<file path="src/rtl/hgw_sram_arb.sv">
// ============================================================================
//  hgw_sram_arb : round-robin arbiter sharing one byte-writable SRAM among N
//                 requesters, with a bounded grant lock.  Rev 1.0
// ============================================================================
`default_nettype none

module hgw_sram_arb #(
   parameter  int N        = 2,
   parameter  int D        = 128,
   parameter  int W        = 4,
   parameter  int MAX_HOLD = 4,
   localparam int AW       = $clog2(D)
) (
   input  logic               clk,
   input  logic               rst_n,
   input  logic [N-1:0]       req,
   input  logic [N-1:0]       req_we,
   input  logic [N-1:0]       req_lock,
   input  logic [N*W-1:0]     req_byte_en,
   input  logic [N*AW-1:0]    req_addr,
   input  logic [N*W*8-1:0]   req_wdata,
   output logic [N-1:0]       gnt,
   output logic [N-1:0]       rsp_valid,
   output logic [W*8-1:0]     rsp_rdata,
   output logic               sram_ce,
   output logic               sram_we,
   output logic [W-1:0]       sram_byte_en,
   output logic [AW-1:0]      sram_addr,
   output logic [W*8-1:0]     sram_wdata,
   input  logic [W*8-1:0]     sram_rdata
);

   localparam int       PW       = $clog2(N);
   localparam logic [3:0] HOLD_LIM = 4'(MAX_HOLD - 1);

   logic [PW-1:0] rr_ptr;
   logic          hold_valid;
   logic [PW-1:0] hold_owner;
   logic [3:0]    hold_cnt;

   logic          any_gnt;
   logic [PW-1:0] gidx;
   logic [3:0]    cnt_base;

   // Arbitration: a live lock wins outright, otherwise search upward from rr_ptr.
   // Grant is gated by rst_n so an asserted reset silences the SRAM at once.
   always_comb begin
      logic found;
      int   j;
      found = 1'b0;
      gidx  = '0;
      j     = 0;
      if (hold_valid && req[hold_owner]) begin
         found = 1'b1;
         gidx  = hold_owner;
      end else begin
         for (int i = 0; i < N; i++) begin
            j = int'(rr_ptr) + i;
            if (j >= N) j = j - N;
            if (!found && req[j]) begin
               found = 1'b1;
               gidx  = PW'(j);
            end
         end
      end
      any_gnt = found & rst_n;
      gnt     = any_gnt ? (N'(1) << gidx) : '0;
   end

   always_comb begin
      sram_ce      = any_gnt;
      sram_we      = 1'b0;
      sram_byte_en = '0;
      sram_addr    = '0;
      sram_wdata   = '0;
      if (any_gnt) begin
         sram_we      = req_we[gidx];
         sram_byte_en = req_byte_en[gidx*W +: W];
         sram_addr    = req_addr[gidx*AW +: AW];
         sram_wdata   = req_wdata[gidx*W*8 +: W*8];
      end
   end

   assign rsp_rdata = sram_rdata;

   // A grant to anyone other than the current holder starts a fresh hold count.
   assign cnt_base = (hold_valid && (hold_owner == gidx)) ? hold_cnt : 4'd0;

   always_ff @(posedge clk or negedge rst_n) begin
      if (!rst_n) begin
         rr_ptr     <= '0;
         hold_valid <= 1'b0;
         hold_owner <= '0;
         hold_cnt   <= '0;
         rsp_valid  <= '0;
      end else begin
         rsp_valid <= (any_gnt && !req_we[gidx]) ? gnt : '0;
         if (any_gnt) begin
            rr_ptr <= (gidx == PW'(N - 1)) ? '0 : gidx + 1'b1;
            if (req_lock[gidx] && (cnt_base < HOLD_LIM)) begin
               hold_valid <= 1'b1;
               hold_owner <= gidx;
               hold_cnt   <= cnt_base + 4'd1;
            end else begin
               hold_valid <= 1'b0;
               hold_owner <= '0;
               hold_cnt   <= '0;
            end
         end else begin
            hold_valid <= 1'b0;
            hold_owner <= '0;
            hold_cnt   <= '0;
         end
      end
   end

endmodule

`default_nettype wire

</file>
<file path="config.mk">
export PLATFORM = sky130hd
export DESIGN_NAME = hgw_sram_arb
export DESIGN_NICKNAME = d
export VERILOG_FILES = /design/src/rtl/hgw_sram_arb.sv
export SDC_FILE = /design/constraint.sdc
export NUM_CORES = 1
export LEC_CHECK = 0
export BUFFER_PORTS_ARGS = -buffer_cell sky130_fd_sc_hd__buf_2
export CORE_AREA = 3 3 80 82
export CTS_CLUSTER_DIAMETER = 120
export DETAILED_ROUTE_END_ITERATION = 8
export DIE_AREA = 0 0 83 85
export GPL_TIMING_DRIVEN = 1
export HOLD_SLACK_MARGIN = 0.02
export PLACE_DENSITY = 0.69
export SYNTH_ARGS = -nofsm -noshare
export SYNTH_HDL_FRONTEND = slang
export SYNTH_SLANG_ARGS = --single-unit
</file>
<file path="constraint.sdc">
create_clock -name clk -period 2 [get_ports clk]
set_input_delay 0.4 -clock clk [delete_from_list [all_inputs] [get_ports clk]]
set_output_delay 0.4 -clock clk [all_outputs]
set_load 0.01 [all_outputs]
</file>
After elaboration in Yosys (flattened, before gate mapping):

Cells that the tools add are included.

* add/subtract/negate cells: 5
* multipliers: 1
* $lt $le $gt $ge: 7
* equal/unequal tests: 1
* shift operators: 4
* mux-type cells: 37
* bitwise logic cells: 1
* reduce and logical (&&, ||, !) cells: 7

Operators with widths (number)
* $mux 32: 5
* $lt 32x3->1 const B: 2
* $shiftx 64x7->32: 1
* $mux 1: 25
* $mux 4: 4
* $shiftx 14x5->7: 1
* $shiftx 8x4->4: 1
* $mux 7: 1
* $logic_and 1x1->1: 5
* $add 4x1->4 const B: 1
* $lt 1x2->1 const B: 2
* $lt 4x2->1 const B: 1
* $mul 1x3->4 const B: 1
* $mux 2: 2
* $sub 1x2->3 const B: 1
* $sub 2x2->3 const B: 1
* $add 1x1->2 const B: 1
* $ge 1x2->1 const B: 1
* $ge 2x2->1 const B: 1
* $logic_not 1->1: 2
* $shl 1x1->2 const A: 1
* $add 1x1->1 const B: 1
* $and 1x1->1: 1
* $eq 1x1->1: 1

* register bits: 9
* input port bits: 126
* output and inout port bits: 81
* word-level logic and storage cells: 68

Longest topological paths before layout:

Gate-level depths: netlist of run 1.

* depth in word-level cells: 20
* depth in mapped cells: 7
* gate-level depth less buffers: 7

Worst setup path after synthesis of run 1:

OpenSTA, ideal clock, no wires.

* path type: register to output
* start: register hold_valid
* end: output port sram_addr[3]
* arrival: 1.346 ns
* data required time: 1.600 ns
* slack: 0.254 ns
* stages on the path, launching flop included: 6
* buffers on the path: 2
* cell sequence: dfrtp_1 > mux2i_1 > a21boi_2 > buf_4 > buf_6 > mux2i_1

* cells in the longest elaborated chain, start to end: 5
* elaborated cells between the ends (all ways): 7
* those cells by class: mul: 1; shift: 1; mux: 3; bitwise: 1; reduce/logical: 1

RTL lines
* start, declared: line 37 `logic hold_valid;`
* start signal, assigned: line 92 `hold_valid <= 1'b0;`
* start signal, assigned: line 101 `hold_valid <= 1'b1;`
* start signal, assigned: line 105 `hold_valid <= 1'b0;`
* $logic_and 1x1->1 (*): line 53 `if (hold_valid && req[hold_owner]) begin`
* $mux 1: line 53
* $mul 1x3->4: line 79 `sram_addr = req_addr[gidx*AW +: AW];`
* $shiftx 14x5->7: line 79
* $mux 7 (*): line 76 `if (any_gnt) begin`
* end, declared: line 28 `output logic [AW-1:0] sram_addr,`

Every way passes the cells marked *; elsewhere a longest branch is shown, timed or not.

Worst setup path after layout of run 1:

* start: register hold_valid
* end: output port sram_wdata[22]

* cells in the longest elaborated chain, start to end: 4
* elaborated cells between the ends (all ways): 6
* those cells by class: shift: 1; mux: 3; bitwise: 1; reduce/logical: 1

RTL lines
* $logic_and 1x1->1 (*): line 53
* $mux 1: line 53
* $shiftx 64x7->32 / $and 1x1->1 (equally long branches): line 80, 66
* $mux 32 (*): line 76
* end, declared: line 29 `output logic [W*8-1:0] sram_wdata,`

Marked as above.

==> metrics, run 1 <==
outcome=complete, but fails checks; violated checks=negative setup slack; FMAX=~480 MHz; Via Count=about 1800; clk_skew=between 0.0006 and 0.0007 ns; Hold Vio Cnt, Final=0; Power Dens Cells=416.2 nW/um^2; vias in the first global route=around 1600; clk sink count=9; Max Slew Vio Count=0; Vias/cell=~4.4; Syn. warnings=0; Pleak=1.351 nW; Detail Placement HPWL=4240 microns; asr flop ratio synth=1.000; GRT Residual Overflow=0; CP endpoint kind=output pin; Starting Density=0.2603; Netlist cell types=25; Die Y-Extent=roughly 85 microns; WL/cell=about 13 microns; Worst slew margin=0.6239; unrepaired setup endpoints after global routing=yes; initial drt markers=77; DRC Markers=0; flops & latches, synth=9; PnR worst setup slack=-0.07828 ns; Synth-to-Final Area Change=54.13%; CTS Buf Count=3; dpl ws=-0.01707 ns; antenna violations before repair=0; CP Max Fanout=7; CTS tree=done; Pre-Repair DR Iteration Count=4; first-pass GRT wire length=about 8100 microns; H-tree depth=1; Tightest Hold Check Type=in2async; Die ar.=between 7000 and 8000 sq um; maximum number of pins on one net before global-route repair=57; Layout Nets=466; maxcap violations=0; Period minus WS final=2.078 ns; number of flops mapped to enable cells by yosys=0; Worst VDD drop=0.2776 mV; Final Instance Count excl. Fillers=413; global placement routability congestion=0.7832; CTS Buffer Depth=2; commonest non-fill, non-tap cell in the layout=buf_2; Root Driver=clkbuf_8; # rows=28; Slew @ Worst Pin=0.5569 ns; Seq/Total Area, Yosys=0.1488; number of routed nets with antenna violations=0; Die Span X=83 microns; CTS clk-pin slew, worst paths=0.05 ns; synthesized area per cell=6.882 sq um; most frequent cells in the layout=buf_2 (140), nand2_1 (88), mux2i_1 (40); required time of the critical path=1.60 ns; Clock Latency Late Sink=between 0.2 and 0.25 ns; ys flop type=dfrtp_1; ANT cells=0; Setup TNS Final=-2.257 ns; Period Utilization, post-route=1.039; CP Launch Type=flip-flop; final WL=5549 microns; setup violators final=45; Port-buffer cells=142; total core area=around 5800 sq um; critical setup path kind=reg2out; Arr. time, crit path=1.68 ns; GR Util All Layers=0.1379; post-placement cell count=397; Finished Cell Area=2333 sq um; placed inst area=2105 sq um; share of cells above drive strength 1=0.5000; Post-Syn Instances=220; Post-Syn Area=1514 sq um; # IOs=207
-- critical path, stage by stage, from the launching register on --
cell,delay (ns)
dfrtp_1,0.40
mux2i_2,0.18
a21boi_4,0.22
buf_6,0.15
buf_12,0.13
mux2i_1,0.20
buf_2,0.15
-- repair_timing --
item	4_1_cts	5_1_grt
endpoints found under the setup margin	45	46
gates resized for setup	6	8
gates cloned	1	3
hold buffers	1	0
hold endpoints to repair	1	0
pin swaps	1	1
setup buffers	3	6
-- synth_stat cells (2+ instances only) --
cell type	number	area [sq um]
buf_4	33	247.7
nand2_1	88	330.3
a21o_1	2	15.01
clkbuf_1	5	18.77
buf_2	7	35.03
nor3b_1	2	15.01
inv_1	2	7.510
a21oi_1	4	20.02
nor2b_1	2	12.51
mux2i_1	44	440.4
dfrtp_1	9	225.2
o41ai_1	2	17.52
nor3_1	3	15.01
and2_1	3	18.77
nor2_1	4	15.01
-- final cells by class --
cell class | count | area [sq um]
repair buffers | 159 | 949.7
flip-flops and latches | 9 | 225.2
inverters | 3 | 11.26
clock buffers | 4 | 45.04
multi-input cells | 163 | 1008
fillers | 638 | 3482
well taps | 75 | 93.84
-- state kept, by name (all words and copies together), names as in the netlist --
signal      count
hold_owner      1
rr_ptr          1
rsp_valid       2
hold_cnt        4
hold_valid      1
-- cell families after synthesis --
kind of cell             share of synthesized area
flip-flops                                  0.1488
AO/OA/AOI/OAI                              0.05620
other                                     0.002477
AND/OR/NAND/NOR                             0.2719
buffers and inverters                       0.2140
adder cells (fa/ha/maj)                   0.008263
multiplexers                                0.2983
-- report_power, final --
group	internal [mW]	switching [mW]	total, mW	leakage, nW
Combinational	0.285	0.265	0.550	1.21
Clock	0.140	0.0814	0.221	0.0228
Sequential	0.193	0.00749	0.201	0.116
-- stage by stage --
step                        util  hold WS (ns)  power, mW
after floorplan                -        0.1044     0.5212
after global placement    0.3619        0.2110     0.6756
final                     0.4012        0.1654     0.9713
after CTS                 0.3845        0.1805     0.9412
after global routing      0.4012        0.1892      1.041
after detailed placement  0.3619        0.2156     0.6832
-- final timing paths --
path | start | to | slack (ns) | cells after the start
max | hold_valid | sram_wdata[22] | -0.08 | 6
min | rst_n | rsp_valid[1] | 0.17 | 2
max reg2reg | hold_owner | hold_cnt[1] | 0.13 | 7
min reg2reg | rr_ptr | rr_ptr | 0.59 | 2
max in group asynchronous | rst_n | rsp_valid[0] | 1.36 | 2
min in group clk | req_we[0] | rsp_valid[0] | 0.33 | 2
-- routing by layer --
metal | global-route usage | wire, microns
met5 | 0 | 0
met4 | 0.02526 | 22
met3 | 0.03204 | 391
met2 | 0.2668 | 2956
met1 | 0.1542 | 2178
Note: power is estimated with default switching activity, not from simulation.
==> run 2: changes to the inputs <==
- CORE_AREA: 3 3 80 82 -> not set
- CORE_MARGIN: not set -> 3
- CORE_UTILIZATION: not set -> 28
- DIE_AREA: 0 0 83 85 -> not set
- PLACE_DENSITY: 0.69 -> 0.77
- clock period: 2 -> 1.9 ns (I/O delays scaled with it)
==> metrics, run 2 (synthesis gave the netlist of run 1 again) <==
Top reg by flops=hold_cnt; most frequent cells in the layout=buf_2 (140), nand2_1 (88), mux2i_1 (41); Period minus WS final=2.065 ns; Power Dens Cells=434.1 nW/um^2 (+4.3%); fillers=525 (-18%); Starting Density=0.2927 (+0.03237); outcome=complete, but fails checks; hold_buf cts=0 (-1); Die ar.=6325 sq um (-10%); H-tree depth=1 (unchanged); Clock Latency Late Sink=0.23 ns (about the same); first-pass GRT wire length=7941 microns (-2.1%); CP Max Fanout=8 (+1); maxcap violations=0 (unchanged); final WL=5165 microns (-6.9%); clk_skew=0.0003536 ns (-0.0003261 ns); setup violators final=45 (unchanged); dpl ws=-0.06490 ns (-0.04783 ns); worst-case reg-to-reg path depth=7 (unchanged); total power=1.030 mW (+6.0%); CTS Buf Count=3 (unchanged); CTS tree=done; global placement routability congestion=0.8218 (+4.9%); Vias/cell=4.451 (+1.0%); Worst VDD drop=0.1958 mV (-29%); GRT Residual Overflow=0 (unchanged); Critical R2R Capture=hold_cnt[1]; WL/cell=12.66 microns (-5.8%); CTS Buffer Depth=2 (unchanged); met2 GRT Util=0.2721 (+0.005356); violated checks=negative setup slack; initial drt markers=101 (+31%); Pleak=1.373 nW (+1.7%); Top Registers=hold_cnt: 4 flops, rsp_valid: 2 flops; maximum number of pins on one net before global-route repair=30 (-47%); Die Span X=79.53 microns (-4.2%); Period Utilization, post-route=1.087; Hold Vio Cnt, Final=0 (unchanged); critical setup path kind=reg2out; unrepaired setup endpoints after global routing=yes; Max Slew Vio Count=0 (unchanged); PnR worst setup slack=-0.1649 ns (-0.08664 ns); CP Launch Type=flip-flop; Pre-Repair DR Iteration Count=4 (unchanged); total core area=5172 sq um (-11%); max reg flops=4 (unchanged); Layout Nets=466 (unchanged); GR Util met1=0.1958 (+0.04162); number of routed nets with antenna violations=0 (unchanged); Die Y-Extent=79.53 microns (-6.4%); ANT cells=0 (unchanged); # rows=26 (-7.1%); Top Usage Layer GRT=met2; CP endpoint kind=output pin; Worst slew margin=0.6647 (+0.04076); required time of the critical path=1.52 ns (-0.08 ns); vias in the first global route=1700 (+3.2%); DRC Markers=0 (unchanged); M3 GR Usage=0.02032 (-0.01172); Arr. time, crit path=1.68 ns (about the same); hold_ws=0.1559 ns (-0.009540 ns); commonest non-fill, non-tap cell in the layout=buf_2; r2r startpoint=hold_owner; Via Count=1816 (-0.22%); Detail Placement HPWL=3923 microns (-7.5%); # IOs=207 (unchanged); clk sink count=9 (unchanged); Synth-to-Final Area Change=56.69%; Tightest Hold Check Type=in2async; CTS clk-pin slew, worst paths=0.04 ns (about the same); Worst R2R Setup Slack=0.02 ns (-0.11 ns); antenna violations before repair=0 (unchanged); FMAX=484.3 MHz; share of cells above drive strength 1=0.5059 (+0.005917); GR Util All Layers=0.1545 (+0.01657); Root Driver=clkbuf_8; Slew @ Worst Pin=0.4965 ns (-0.06035 ns); Port-buffer cells=142 (unchanged)
-- run 2: timing repair --
item | in CTS | in global routing
setup buffers | 4 | 0
gates cloned | 4 | 2
endpoints found under the setup margin | 46 | 48
pin swaps | 2 | 0
resized for setup | 14 | 1
-- run 2: area by class of cell --
| cell class | count | area, sq um | area share |
|---|---|---|---|
| clock buffer | 4 | 45.04 | 0.01899 |
| inverter | 3 | 11.26 | 0.004747 |
| multi-input combinational | 163 | 1001 | 0.4219 |
| sequential | 9 | 225.2 | 0.09494 |
| tap | 70 | 87.58 | 0.03692 |
| timing repair buffer | 159 | 1002 | 0.4225 |
-- run 2: power breakdown --
| part | switching [mW] | total, mW | internal, mW |
|---|---|---|---|
| logic | 0.282 | 0.603 | 0.321 |
| clock network | 0.0705 | 0.216 | 0.146 |
| registers | 0.00691 | 0.210 | 0.204 |
-- run 2: worst max path at each step --
stage	startpoint	endpoint	slack [ns]	cells after the start
floorplan	hold_valid	sram_addr[3]	0.17	5
global placement	req[0]	hold_cnt[1]	0.05	8
detailed placement	req[0]	hold_cnt[1]	-0.06	8
CTS	hold_valid	sram_wdata[16]	-0.16	6
global route	hold_valid	sram_addr[1]	-0.24	6
finish	hold_valid	sram_wdata[8]	-0.16	6
-- run 2: stage by stage --
stage	utilization	area [sq um]	instances	TNS, ns
finish	0.4586	2372	408	-5.296
global route	0.4586	2372	408	-9.159
CTS	0.4485	2320	406	-4.693
detailed placement	0.4037	2088	394	-0.06490
global placement	0.4037	2088	394	0
floorplan	-	1518	221	0
-- run 2: critical path, stage by stage (launching register included) --
cell and delay (ns):
dfrtp_1 0.39, mux2i_2 0.18, a21boi_4 0.20, buf_6 0.16
buf_12 0.14, mux2i_1 0.20, buf_2 0.17
-- run 2: per-layer routing --
layer  share of wire  vias to the layer above  wire (microns)
met5               0                        -               0
met4          0.0095                        0              49
met3           0.064                        8             328
met2            0.52                       75            2685
met1            0.41                      811            2102
li1                -                      922               -
